`src/rtl/mem_coalescer_arb_if.sv`:
```
// Request/response bundle between NUM_INPUTS SIMD requesters, the shared
// coalescer arbiter and the coalescer itself.
interface mem_coalescer_arb_if #(
  parameter int NUM_INPUTS  = 2,
  parameter int NUM_REQS    = 4,
  parameter int ADDR_WIDTH  = 32,
  parameter int ATYPE_WIDTH = 1,
  parameter int DATA_SIZE   = 4,
  parameter int TAG_WIDTH   = 8
);
  localparam int SEL_W         = (NUM_INPUTS > 1) ? $clog2(NUM_INPUTS) : 0;
  localparam int OUT_TAG_WIDTH = TAG_WIDTH + SEL_W;

  logic [NUM_INPUTS-1:0]                                in_req_valid;
  logic [NUM_INPUTS-1:0]                                in_req_rw;
  logic [NUM_INPUTS-1:0][NUM_REQS-1:0]                  in_req_mask;
  logic [NUM_INPUTS-1:0][NUM_REQS-1:0][DATA_SIZE-1:0]   in_req_byteen;
  logic [NUM_INPUTS-1:0][NUM_REQS-1:0][ADDR_WIDTH-1:0]  in_req_addr;
  logic [NUM_INPUTS-1:0][NUM_REQS-1:0][ATYPE_WIDTH-1:0] in_req_atype;
  logic [NUM_INPUTS-1:0][NUM_REQS-1:0][DATA_SIZE*8-1:0] in_req_data;
  logic [NUM_INPUTS-1:0][TAG_WIDTH-1:0]                 in_req_tag;
  logic [NUM_INPUTS-1:0]                                in_req_ready;

  logic [NUM_INPUTS-1:0]                                in_rsp_valid;
  logic [NUM_INPUTS-1:0][NUM_REQS-1:0]                  in_rsp_mask;
  logic [NUM_INPUTS-1:0][NUM_REQS-1:0][DATA_SIZE*8-1:0] in_rsp_data;
  logic [NUM_INPUTS-1:0][TAG_WIDTH-1:0]                 in_rsp_tag;
  logic [NUM_INPUTS-1:0]                                in_rsp_ready;

  logic                                 out_req_valid;
  logic                                 out_req_rw;
  logic [NUM_REQS-1:0]                  out_req_mask;
  logic [NUM_REQS-1:0][DATA_SIZE-1:0]   out_req_byteen;
  logic [NUM_REQS-1:0][ADDR_WIDTH-1:0]  out_req_addr;
  logic [NUM_REQS-1:0][ATYPE_WIDTH-1:0] out_req_atype;
  logic [NUM_REQS-1:0][DATA_SIZE*8-1:0] out_req_data;
  logic [OUT_TAG_WIDTH-1:0]             out_req_tag;
  logic                                 out_req_ready;

  logic                                 out_rsp_valid;
  logic [NUM_REQS-1:0]                  out_rsp_mask;
  logic [NUM_REQS-1:0][DATA_SIZE*8-1:0] out_rsp_data;
  logic [OUT_TAG_WIDTH-1:0]             out_rsp_tag;
  logic                                 out_rsp_ready;

  modport slave (
    input  in_req_valid, in_req_rw, in_req_mask, in_req_byteen, in_req_addr,
           in_req_atype, in_req_data, in_req_tag, in_rsp_ready,
           out_req_ready, out_rsp_valid, out_rsp_mask, out_rsp_data, out_rsp_tag,
    output in_req_ready, in_rsp_valid, in_rsp_mask, in_rsp_data, in_rsp_tag,
           out_req_valid, out_req_rw, out_req_mask, out_req_byteen, out_req_addr,
           out_req_atype, out_req_data, out_req_tag, out_rsp_ready
  );

  modport master (
    output in_req_valid, in_req_rw, in_req_mask, in_req_byteen, in_req_addr,
           in_req_atype, in_req_data, in_req_tag, in_rsp_ready,
           out_req_ready, out_rsp_valid, out_rsp_mask, out_rsp_data, out_rsp_tag,
    input  in_req_ready, in_rsp_valid, in_rsp_mask, in_rsp_data, in_rsp_tag,
           out_req_valid, out_req_rw, out_req_mask, out_req_byteen, out_req_addr,
           out_req_atype, out_req_data, out_req_tag, out_rsp_ready
  );
endinterface

```
`src/rtl/mem_coalescer_arb.sv`:
```
// Round-robin arbiter sharing one memory coalescer between NUM_INPUTS requesters.
// Source index rides in the low tag bits and steers responses back statelessly.
module mem_coalescer_arb #(
  parameter int NUM_INPUTS  = 2,
  parameter int NUM_REQS    = 4,
  parameter int ADDR_WIDTH  = 32,
  parameter int ATYPE_WIDTH = 1,
  parameter int DATA_SIZE   = 4,
  parameter int TAG_WIDTH   = 8
) (
  input  logic              clk,
  input  logic              reset,
  mem_coalescer_arb_if.slave io_bus
);
  localparam int SEL_W         = (NUM_INPUTS > 1) ? $clog2(NUM_INPUTS) : 0;
  localparam int SEL_CW        = (SEL_W > 0) ? SEL_W : 1;
  localparam int OUT_TAG_WIDTH = TAG_WIDTH + SEL_W;

  typedef struct packed {
    logic                                 rw;
    logic [NUM_REQS-1:0]                  mask;
    logic [NUM_REQS-1:0][DATA_SIZE-1:0]   byteen;
    logic [NUM_REQS-1:0][ADDR_WIDTH-1:0]  addr;
    logic [NUM_REQS-1:0][ATYPE_WIDTH-1:0] atype;
    logic [NUM_REQS-1:0][DATA_SIZE*8-1:0] data;
    logic [OUT_TAG_WIDTH-1:0]             tag;
  } req_t;

  logic               r_valid;
  req_t               r_req;
  req_t               w_req;
  logic               w_stage_free;
  logic               w_any;
  logic               w_fire;
  logic [SEL_CW-1:0]  w_sel;
  logic [OUT_TAG_WIDTH-1:0] w_tag;

  assign w_stage_free = ~r_valid | io_bus.out_req_ready;
  assign w_fire       = w_stage_free & w_any;

  always_comb begin
    w_req        = '0;
    w_req.rw     = io_bus.in_req_rw[w_sel];
    w_req.mask   = io_bus.in_req_mask[w_sel];
    w_req.byteen = io_bus.in_req_byteen[w_sel];
    w_req.addr   = io_bus.in_req_addr[w_sel];
    w_req.atype  = io_bus.in_req_atype[w_sel];
    w_req.data   = io_bus.in_req_data[w_sel];
    w_req.tag    = w_tag;
  end

  generate
    if (NUM_INPUTS > 1) begin : g_arb
      logic [SEL_CW-1:0]     r_rr_ptr;
      logic [SEL_CW-1:0]     r_lock_sel;
      logic                  r_lock;
      logic [SEL_CW-1:0]     w_rr_sel;
      logic [SEL_CW-1:0]     w_off;
      logic [SEL_CW:0]       w_sum;
      logic                  w_rr_any;
      logic [2*NUM_INPUTS-1:0] w_rot;
      logic [SEL_CW-1:0]     w_rsel;

      // Rotate the valid vector so bit 0 is the input at rr_ptr.
      assign w_rot = {io_bus.in_req_valid, io_bus.in_req_valid} >> r_rr_ptr;

      always_comb begin
        w_rr_any = 1'b0;
        w_off    = '0;
        for (int k = NUM_INPUTS - 1; k >= 0; k--) begin
          if (w_rot[k]) begin
            w_rr_any = 1'b1;
            w_off    = SEL_CW'(k);
          end
        end
      end

      assign w_sum    = {1'b0, r_rr_ptr} + {1'b0, w_off};
      assign w_rr_sel = (w_sum >= (SEL_CW+1)'(NUM_INPUTS)) ?
                        SEL_CW'(w_sum - (SEL_CW+1)'(NUM_INPUTS)) : SEL_CW'(w_sum);

      // A grant that could not load is frozen until the stage drains.
      assign w_sel = r_lock ? r_lock_sel : w_rr_sel;
      assign w_any = r_lock ? io_bus.in_req_valid[r_lock_sel] : w_rr_any;
      assign w_tag = {io_bus.in_req_tag[w_sel], w_sel};

      always_ff @(posedge clk) begin
        if (reset) begin
          r_rr_ptr   <= '0;
          r_lock     <= 1'b0;
          r_lock_sel <= '0;
        end else begin
          r_lock     <= w_any & ~w_stage_free;
          r_lock_sel <= w_sel;
          if (w_fire)
            r_rr_ptr <= (w_sel == SEL_CW'(NUM_INPUTS - 1)) ? '0 : w_sel + 1'b1;
        end
      end

      always_comb begin
        io_bus.in_req_ready  = '0;
        io_bus.in_rsp_valid  = '0;
        io_bus.out_rsp_ready = 1'b0;
        for (int i = 0; i < NUM_INPUTS; i++) begin
          io_bus.in_req_ready[i] = w_fire & (w_sel == SEL_CW'(i));
          io_bus.in_rsp_valid[i] = io_bus.out_rsp_valid & (w_rsel == SEL_CW'(i));
          if (w_rsel == SEL_CW'(i))
            io_bus.out_rsp_ready = io_bus.in_rsp_ready[i];
        end
      end

      assign w_rsel            = io_bus.out_rsp_tag[SEL_W-1:0];
      assign io_bus.in_rsp_tag = {NUM_INPUTS{io_bus.out_rsp_tag[OUT_TAG_WIDTH-1:SEL_W]}};

      a_rsel_range: assert property (@(posedge clk) disable iff (reset)
        io_bus.out_rsp_valid |-> (int'(w_rsel) < NUM_INPUTS));
    end else begin : g_pass
      assign w_sel                = '0;
      assign w_any                = io_bus.in_req_valid[0];
      assign w_tag                = io_bus.in_req_tag[0];
      assign io_bus.in_req_ready  = w_fire;
      assign io_bus.in_rsp_valid  = io_bus.out_rsp_valid;
      assign io_bus.in_rsp_tag    = io_bus.out_rsp_tag;
      assign io_bus.out_rsp_ready = io_bus.in_rsp_ready[0];
    end
  endgenerate

  assign io_bus.in_rsp_mask = {NUM_INPUTS{io_bus.out_rsp_mask}};
  assign io_bus.in_rsp_data = {NUM_INPUTS{io_bus.out_rsp_data}};

  always_ff @(posedge clk) begin
    if (reset)             r_valid <= 1'b0;
    else if (w_stage_free) r_valid <= w_any;
  end

  // Payload is don't-care while invalid, so it carries no reset.
  always_ff @(posedge clk) begin
    if (w_fire) r_req <= w_req;
  end

  assign io_bus.out_req_valid  = r_valid;
  assign io_bus.out_req_rw     = r_req.rw;
  assign io_bus.out_req_mask   = r_req.mask;
  assign io_bus.out_req_byteen = r_req.byteen;
  assign io_bus.out_req_addr   = r_req.addr;
  assign io_bus.out_req_atype  = r_req.atype;
  assign io_bus.out_req_data   = r_req.data;
  assign io_bus.out_req_tag    = r_req.tag;
endmodule
```
`src/flat_wrapper.sv`:
```
// flat-port wrapper written by rule: the top's interface ports become plain ports
module mem_coalescer_arb_flat 
#(
  parameter int NUM_INPUTS  = 2,
  parameter int NUM_REQS    = 4,
  parameter int ADDR_WIDTH  = 32,
  parameter int ATYPE_WIDTH = 1,
  parameter int DATA_SIZE   = 4,
  parameter int TAG_WIDTH   = 8
)
  (clk, reset, io_bus_in_req_valid, io_bus_in_req_rw, io_bus_in_req_mask, io_bus_in_req_byteen, io_bus_in_req_addr, io_bus_in_req_atype, io_bus_in_req_data, io_bus_in_req_tag, io_bus_in_rsp_ready, io_bus_out_req_ready, io_bus_out_rsp_valid, io_bus_out_rsp_mask, io_bus_out_rsp_data, io_bus_out_rsp_tag, io_bus_in_req_ready, io_bus_in_rsp_valid, io_bus_in_rsp_mask, io_bus_in_rsp_data, io_bus_in_rsp_tag, io_bus_out_req_valid, io_bus_out_req_rw, io_bus_out_req_mask, io_bus_out_req_byteen, io_bus_out_req_addr, io_bus_out_req_atype, io_bus_out_req_data, io_bus_out_req_tag, io_bus_out_rsp_ready);
  mem_coalescer_arb_if #(.NUM_INPUTS(NUM_INPUTS), .NUM_REQS(NUM_REQS), .ADDR_WIDTH(ADDR_WIDTH), .ATYPE_WIDTH(ATYPE_WIDTH), .DATA_SIZE(DATA_SIZE), .TAG_WIDTH(TAG_WIDTH)) io_bus_i ();
  input  logic clk;
  input  logic reset;
  input wire logic [$bits(io_bus_i.in_req_valid)-1:0] io_bus_in_req_valid;
  input wire logic [$bits(io_bus_i.in_req_rw)-1:0] io_bus_in_req_rw;
  input wire logic [$bits(io_bus_i.in_req_mask)-1:0] io_bus_in_req_mask;
  input wire logic [$bits(io_bus_i.in_req_byteen)-1:0] io_bus_in_req_byteen;
  input wire logic [$bits(io_bus_i.in_req_addr)-1:0] io_bus_in_req_addr;
  input wire logic [$bits(io_bus_i.in_req_atype)-1:0] io_bus_in_req_atype;
  input wire logic [$bits(io_bus_i.in_req_data)-1:0] io_bus_in_req_data;
  input wire logic [$bits(io_bus_i.in_req_tag)-1:0] io_bus_in_req_tag;
  input wire logic [$bits(io_bus_i.in_rsp_ready)-1:0] io_bus_in_rsp_ready;
  input wire logic [$bits(io_bus_i.out_req_ready)-1:0] io_bus_out_req_ready;
  input wire logic [$bits(io_bus_i.out_rsp_valid)-1:0] io_bus_out_rsp_valid;
  input wire logic [$bits(io_bus_i.out_rsp_mask)-1:0] io_bus_out_rsp_mask;
  input wire logic [$bits(io_bus_i.out_rsp_data)-1:0] io_bus_out_rsp_data;
  input wire logic [$bits(io_bus_i.out_rsp_tag)-1:0] io_bus_out_rsp_tag;
  output wire logic [$bits(io_bus_i.in_req_ready)-1:0] io_bus_in_req_ready;
  output wire logic [$bits(io_bus_i.in_rsp_valid)-1:0] io_bus_in_rsp_valid;
  output wire logic [$bits(io_bus_i.in_rsp_mask)-1:0] io_bus_in_rsp_mask;
  output wire logic [$bits(io_bus_i.in_rsp_data)-1:0] io_bus_in_rsp_data;
  output wire logic [$bits(io_bus_i.in_rsp_tag)-1:0] io_bus_in_rsp_tag;
  output wire logic [$bits(io_bus_i.out_req_valid)-1:0] io_bus_out_req_valid;
  output wire logic [$bits(io_bus_i.out_req_rw)-1:0] io_bus_out_req_rw;
  output wire logic [$bits(io_bus_i.out_req_mask)-1:0] io_bus_out_req_mask;
  output wire logic [$bits(io_bus_i.out_req_byteen)-1:0] io_bus_out_req_byteen;
  output wire logic [$bits(io_bus_i.out_req_addr)-1:0] io_bus_out_req_addr;
  output wire logic [$bits(io_bus_i.out_req_atype)-1:0] io_bus_out_req_atype;
  output wire logic [$bits(io_bus_i.out_req_data)-1:0] io_bus_out_req_data;
  output wire logic [$bits(io_bus_i.out_req_tag)-1:0] io_bus_out_req_tag;
  output wire logic [$bits(io_bus_i.out_rsp_ready)-1:0] io_bus_out_rsp_ready;
  assign io_bus_i.in_req_valid = io_bus_in_req_valid;
  assign io_bus_i.in_req_rw = io_bus_in_req_rw;
  assign io_bus_i.in_req_mask = io_bus_in_req_mask;
  assign io_bus_i.in_req_byteen = io_bus_in_req_byteen;
  assign io_bus_i.in_req_addr = io_bus_in_req_addr;
  assign io_bus_i.in_req_atype = io_bus_in_req_atype;
  assign io_bus_i.in_req_data = io_bus_in_req_data;
  assign io_bus_i.in_req_tag = io_bus_in_req_tag;
  assign io_bus_i.in_rsp_ready = io_bus_in_rsp_ready;
  assign io_bus_i.out_req_ready = io_bus_out_req_ready;
  assign io_bus_i.out_rsp_valid = io_bus_out_rsp_valid;
  assign io_bus_i.out_rsp_mask = io_bus_out_rsp_mask;
  assign io_bus_i.out_rsp_data = io_bus_out_rsp_data;
  assign io_bus_i.out_rsp_tag = io_bus_out_rsp_tag;
  assign io_bus_in_req_ready = io_bus_i.in_req_ready;
  assign io_bus_in_rsp_valid = io_bus_i.in_rsp_valid;
  assign io_bus_in_rsp_mask = io_bus_i.in_rsp_mask;
  assign io_bus_in_rsp_data = io_bus_i.in_rsp_data;
  assign io_bus_in_rsp_tag = io_bus_i.in_rsp_tag;
  assign io_bus_out_req_valid = io_bus_i.out_req_valid;
  assign io_bus_out_req_rw = io_bus_i.out_req_rw;
  assign io_bus_out_req_mask = io_bus_i.out_req_mask;
  assign io_bus_out_req_byteen = io_bus_i.out_req_byteen;
  assign io_bus_out_req_addr = io_bus_i.out_req_addr;
  assign io_bus_out_req_atype = io_bus_i.out_req_atype;
  assign io_bus_out_req_data = io_bus_i.out_req_data;
  assign io_bus_out_req_tag = io_bus_i.out_req_tag;
  assign io_bus_out_rsp_ready = io_bus_i.out_rsp_ready;
  mem_coalescer_arb #(.NUM_INPUTS(NUM_INPUTS), .NUM_REQS(NUM_REQS), .ADDR_WIDTH(ADDR_WIDTH), .ATYPE_WIDTH(ATYPE_WIDTH), .DATA_SIZE(DATA_SIZE), .TAG_WIDTH(TAG_WIDTH)) u_core (.clk(clk), .reset(reset), .io_bus(io_bus_i));
endmodule
```
`config.mk`:
```
export PLATFORM = sky130hd
export DESIGN_NAME = mem_coalescer_arb_flat
export DESIGN_NICKNAME = d
export VERILOG_FILES = /design/src/rtl/mem_coalescer_arb_if.sv /design/src/rtl/mem_coalescer_arb.sv /design/src/flat_wrapper.sv
export SDC_FILE = /design/constraint.sdc
export NUM_CORES = 1
export LEC_CHECK = 0
export BUFFER_PORTS_ARGS = -buffer_cell sky130_fd_sc_hd__buf_2
export CORE_AREA = 2 2 503 505
export DETAILED_ROUTE_END_ITERATION = 8
export DIE_AREA = 0 0 505 507
export PLACE_DENSITY = 0.3
export SLEW_MARGIN = 5
export SYNTH_ARGS = -nofsm -noshare
export SYNTH_HDL_FRONTEND = slang
export SYNTH_SLANG_ARGS = --single-unit
```
`constraint.sdc`:
```
create_clock -name clk -period 30 [get_ports clk]
set_input_delay 6 -clock clk [delete_from_list [all_inputs] [get_ports clk]]
set_output_delay 6 -clock clk [all_outputs]
set_load 0.01 [all_outputs]
```
==> impl_metrics.csv, run 1 <==
group,metric,value,unit
timing,tightest_slew,1130,ps
global_route,antenna_found_initial,38,
floorplanning,die_w,505,µm
logic_synthesis,syn_nets,1645,
logic_synthesis,syn_inst,918,
clock_tree,h-tree-depth,2,
logic_synthesis,synth_area_leader_cell,"edfxtp_1",
worst_setup_path,cp_slowest_stage_delay,480,ps
logic_synthesis,yosysWarnings,0,
power_and_ir_drop,ir_worst_vdd,35.4,µV
logic_synthesis,synth.area.top_cells,"edfxtp_1 (58%), mux2_2 (14%), buf_4 (14%)",
logic_synthesis,synth-seq-cells,294,
worst_setup_path,r2r_cells,7,
global_route,grt_use_total,0.0820,
worst_setup_path,arrival,7620,ps
drt,vias,10100,
clock_tree,post_cts_buffers,0,
finish,syn_to_final_growth,51.9,%
finish,post-route-util,0.0903,
finish,regArea,0.00879,mm²
worst_setup_path,crit_family,"buffers and inverters",
global_route,grt_pass1_wl,132000,µm
worst_setup_path,r2r_setup_slack,25710,ps
worst_setup_path,worstSetupStartpointType,"input port",
worst_setup_path,crit_path_top_delay_cell,"o211ai_1",
worst_setup_path,critPathKind,"input port to output port",
hold_path,hold_class,"flop to flop",
drt,viasPerCell,2.06,
worst_setup_path,critPathMaxFanout,78,
placement,globalplace.congestion,0.831,
finish,n_fill_cell,29200,
hold_path,min_path_cells,2,
worst_setup_path,crit_buf_inv,4,
global_route,overflow,0,
floorplanning,dieArea,0.256,mm²
drt,ant_nets,0,
timing,fmax,73.4,MHz
run,maxCapViolCount,0,
worst_setup_path,cp.required,24000,ps
drt,drc_errors,0,
floorplanning,ios,1303,
floorplanning,die_y,507,µm
logic_synthesis,synth_top_cell_area_share,0.585,
timing,setup_violations,0,
finish,nets,2269,
clock_tree,clock_path_buffers,3,
global_route,grt_max_degree,79,
worst_setup_path,crit_chain,"buf_2, mux2_2, o211ai_1, inv_8, nand3_1, inv_1, buf_2",
clock_tree,cts_sinks,294,
timing,maxSlewViolCount,0,
worst_setup_path,endpoint_kind,"output port",
drt,routedWlPerCell,22.3,µm
clock_tree,ctsResizeCount,0,
placement,placed_area,0.0212,mm²
global_route,grt_pass1_vias,11000,
timing,fin_hold_ws,475,ps
floorplanning,start_util,0.0594,
drt,drt-pass1-iter-count,4,
clock_tree,cts_buffers,43,
placement,dp_cells,4845,
finish,drive_above_1_share,0.792,
power_and_ir_drop,p_total,1.34,mW
clock_tree,ctsHoldBuffers,0,
timing,grt_setup_unrepaired,"no",
timing,finalCriticalPeriod,13620,ps
worst_setup_path,critical_path.most_common_cell,"buf_2",
clock_tree,path_clk_slew,60,ps
placement,place.port_buffers,882,
timing,final.setup.tns,0,ps
floorplanning,rows,184,
power_and_ir_drop,cellLeakagePower,8.62,nW
hold_path,holdPathEnd,"u_core.g_arb.r_rr_ptr",
timing,finClkSkew,30.5,ps
placement,dp_hpwl,96300,µm
logic_synthesis,ys_types,19,
timing,hold_viol,0,
drt,drt_wl_total,110000,µm
power_and_ir_drop,powerDensity,59.1,mW/mm²
logic_synthesis,yosysSeqAreaShare,0.590,
run_status,outcome,"finished clean",
placement,dpl_worst_slack,16280,ps
clock_tree,clock_latency,630,ps
finish,finalNonFillerCells,4933,
worst_setup_path,reg2reg_from,"u_core.g_arb.r_lock",
timing,timing.slew.headroom,0.247,
drt,drt_iter0_drc,531,
clock_tree,cts_tree,"built",
finish,final_area,0.0226,mm²
hold_path,min-delay-start,"u_core.g_arb.r_rr_ptr",
timing,fin_ws,16380,ps
timing,fin_crit_sh,0.454,
logic_synthesis,netlist_area,0.0149,mm²
floorplanning,coreArea,0.250,mm²
finish,multiInputGateArea,0.00376,mm²
worst_setup_path,regToRegEndpoint,"u_core.io_bus.out_req_mask[0]",
logic_synthesis,syn_avg_cell_area,16.2,µm²
clock_tree,cts-root-buf,"clkbuf_16",
[power breakdown]
| part | switching [mW] | internal, mW |
|---|---|---|
| Clock | 0.221 | 0.289 |
| Combinational | 0.184 | 0.114 |
| Sequential | 0.0142 | 0.514 |
[layer usage]
| layer | up-vias | part of all wire | wire (µm) | GRT usage |
|---|---|---|---|---|
| met3 | 175 | 0.20 | 22300 | 0.0745 |
| met4 | 4 | 0.041 | 4560 | 0.0333 |
| met5 | - | 0.0013 | 138 | 0.00315 |
| li1 | 4341 | - | - | - |
| met2 | 996 | 0.45 | 49900 | 0.132 |
| met1 | 4628 | 0.30 | 33000 | 0.0711 |
[flip-flops by register name, summed over array words and instances, names as in the netlist, 4 cells and up]
name	count
u_core.io_bus.out_req_mask	4
u_core.io_bus.out_req_data	128
u_core.io_bus.out_req_tag	9
u_core.io_bus.out_req_addr	128
u_core.io_bus.out_req_atype	4
u_core.io_bus.out_req_byteen	16
[placed cells by master (no fill, tap or decap)]
cell,instances
clkinv_1,10
inv_8,1
clkinv_4,2
or2_2,1
nand2_4,1
clkinv_2,8
nor3_1,1
buf_4,9
and2_1,1
bufinv_16,3
mux2_4,100
clkinv_8,2
a21oi_1,4
inv_1,2
diode_2,10
o21ai_0,1
mux2_2,191
clkbuf_16,43
nand2b_1,2
inv_6,1
edfxtp_1,290
buf_2,882
nand3_1,1
nand2_1,2
clkbuf_1,6
nor2b_1,2
o211ai_1,1
o211ai_2,1
dfxtp_1,4
clkinvlp_4,3
[logic make-up after synthesis]
family,Yosys count,share of synthesized area
compound gates,7,0.00303
flops,294,0.590
mux,291,0.245
simple gates,11,0.00395
buf+inv,315,0.157
[synthesized netlist by cell type, drive strengths merged]
master / number
buf: 312
mux2: 291
edfxtp: 290
a21oi: 4
dfxtp: 4
inv: 3
nand2: 3
nand2b: 2
nor2b: 2
o211ai: 2
and2: 1
nand3: 1
nor3: 1
o21ai: 1
or2: 1
[worst max-delay path by stage]
stage                                 from                endpoint  slack, ps  cells after the start
floorplan             io_bus_out_req_ready  io_bus_in_req_ready[0]      11390                      5
global placement      io_bus_out_req_ready  io_bus_in_req_ready[0]      16280                      7
detailed placement    io_bus_out_req_ready  io_bus_in_req_ready[0]      16280                      7
CTS                   io_bus_out_req_ready  io_bus_in_req_ready[0]      16280                      7
global route          io_bus_out_req_ready  io_bus_in_req_ready[0]      16140                      7
finish              io_bus_in_req_valid[0]  io_bus_in_req_ready[0]      16380                      7
[cell type report]
class	instances	share of cell area
clock buffer	49	0.0486
tap	3348	0.185
clock inverter	29	0.0110
timing repair buffer	891	0.198
antenna	10	0.00111
multi-input combinational	309	0.166
sequential	294	0.389
inverter	3	0.000830
[worst min-delay path: stages (launching register included)]
cell and delay (ps):
dfxtp_1 320, nand2_1 60, a21oi_1 60
Note: power is estimated with default switching activity, not from simulation.
==> run 2: changes to the inputs <==
Settings changed: CORE_AREA 2 2 503 505 to 2 2 504 506, DIE_AREA 0 0 505 507 to 0 0 506 508.
Clock period 30 ns to 11.5 ns, I/O delays scaled along.
==> run 2 against run 1 <==
Net effect: design area increased by 0.23%; sequential cell count unchanged; via count increased by 0.67%; utilization about the same; register-to-register slack got worse by 18000 ps; wire length decreased by 1.1%; clock power increased to 2.6 times the previous value; count of clock-buffer cells in the layout increased by 11; largest cell class unchanged.
==> impl_metrics.csv, run 2 (same netlist as run 1, synthesis figures left out) <==
group,metric,value,unit
timing,fin_crit_sh,0.561,
worst_setup_path,critPathMaxFanout,67,
worst_setup_path,cp.required,9200,ps
timing,timing.slew.headroom,0.273,
finish,syn_to_final_growth,52.3,%
floorplanning,die_w,506,µm
clock_tree,h-tree-depth,2,
worst_setup_path,endpoint_kind,"output port",
clock_tree,cts_sinks,294,
timing,hold_viol,0,
timing,grt_setup_unrepaired,"no",
power_and_ir_drop,powerDensity,154,mW/mm²
worst_setup_path,cp_slowest_stage_delay,470,ps
clock_tree,clock_latency,660,ps
floorplanning,start_util,0.0590,
finish,nets,2270,
hold_path,hold_class,"flop to flop",
global_route,antenna_found_initial,32,
global_route,grt_pass1_wl,130000,µm
power_and_ir_drop,p_total,3.49,mW
finish,drive_above_1_share,0.790,
timing,finClkSkew,44.3,ps
floorplanning,rows,185,
worst_setup_path,critical_path.most_common_cell,"buf_2",
clock_tree,cts-root-buf,"clkbuf_16",
worst_setup_path,crit_buf_inv,4,
clock_tree,ctsHoldBuffers,0,
placement,place.port_buffers,882,
finish,final_cell_mix,"buf_2 (882), edfxtp_1 (290), mux2_2 (191), mux2_4 (100), clkbuf_16 (44)",
drt,drt-pass1-iter-count,4,
worst_setup_path,crit_path_top_delay_cell,"inv_8",
global_route,grt_use_total,0.0803,
global_route,overflow,0,
finish,n_fill_cell,29200,
placement,dp_hpwl,95200,µm
finish,final_area,0.0227,mm²
worst_setup_path,crit_chain,"buf_2, nand2b_1, o211ai_1, inv_8, nand3_1, inv_1, buf_2",
clock_tree,cts_buffers,43,
drt,vias,10200,
clock_tree,post_cts_buffers,0,
worst_setup_path,arrival,4150,ps
placement,placed_area,0.0213,mm²
clock_tree,path_clk_slew,50,ps
floorplanning,die_y,508,µm
run_status,outcome,"finished clean",
global_route,grt_pass1_vias,10800,
timing,maxSlewViolCount,0,
clock_tree,clock_path_buffers,3,
run,maxCapViolCount,0,
drt,ant_nets,0,
floorplanning,dieArea,0.257,mm²
finish,final_common_cell,"buf_2",
timing,fmax,155,MHz
timing,finalCriticalPeriod,6450,ps
timing,final.setup.tns,0,ps
worst_setup_path,crit_family,"buffers and inverters",
floorplanning,ios,1303,
power_and_ir_drop,ir_worst_vdd,98.4,µV
drt,drc_errors,0,
drt,drt_wl_total,109000,µm
worst_setup_path,worstSetupStartpointType,"input port",
floorplanning,coreArea,0.252,mm²
drt,routedWlPerCell,22.0,µm
timing,setup_violations,0,
drt,drt_iter0_drc,395,
worst_setup_path,critPathKind,"input port to output port",
global_route,grt_max_degree,96,
placement,globalplace.congestion,0.784,
timing,tightest_slew,1090,ps
clock_tree,cts_tree,"built",
drt,viasPerCell,2.06,
power_and_ir_drop,cellLeakagePower,8.63,nW
clock_tree,ctsResizeCount,0,
run 2: cell types whose count changed in the layout (fill, tap and decap cells not counted), moves of 3 or more:
| cell | before | now |
|---|---|---|
| clkbuf_1 | 6 | 15 |
| clkinv_1 | 10 | 5 |
| clkinv_2 | 8 | 4 |
| diode_2 | 10 | 3 |
| inv_6 | 1 | 4 |
run 2: final cells by class:
class,instances,area (µm²),area share
antenna,3,7.51,0.000331
clock buffer,60,1170,0.0517
clock inverter,20,204,0.00900
inverter,3,18.8,0.000828
multi-input combinational,309,3760,0.166
sequential,294,8790,0.388
tap,3366,4210,0.186
timing repair buffer,892,4500,0.199
run 2: worst min-delay path, cell delays in order (launching register included):
cell and delay, ps:
dfxtp_1 310, nand2_1 60, a21oi_1 60
run 2: power by group:
group / switching, mW / internal, mW
registers: 0.0507 / 1.34
clock network: 0.572 / 0.781
logic: 0.448 / 0.299
total: 1.07 / 2.42
run 2: worst paths after layout:
kind,slack [ps],startpoint,endpoint,cells after the start
max,5050,io_bus_out_req_ready,io_bus_in_req_ready[0],7
min,480,u_core.g_arb.r_rr_ptr,u_core.g_arb.r_rr_ptr,2
max reg2reg,7690,u_core.io_bus.out_req_valid,u_core.io_bus.out_req_data[109],5
min reg2reg,480,u_core.g_arb.r_rr_ptr,u_core.g_arb.r_rr_ptr,2
run 2: routing by layer:
metal,wire [µm],vias to the layer above,share of wire,GRT usage
met2,51000,979,0.47,0.134
li1,-,4339,-,-
met4,4050,6,0.037,0.0296
met3,21800,185,0.20,0.0713
met5,322,-,0.0030,0.00870
met1,31600,4703,0.29,0.0676
run 2: through the flow:
step	instances	utilization	setup WS [ps]	hold slack (ps)
2_1_floorplan	918	-	286	442
3_3_place_gp	4864	0.0844	4940	480
3_5_place_dp	4864	0.0844	4990	467
4_1_cts	4944	0.0898	4980	476
5_1_grt	4946	0.0898	4980	487
6_report	4947	0.0898	5050	480
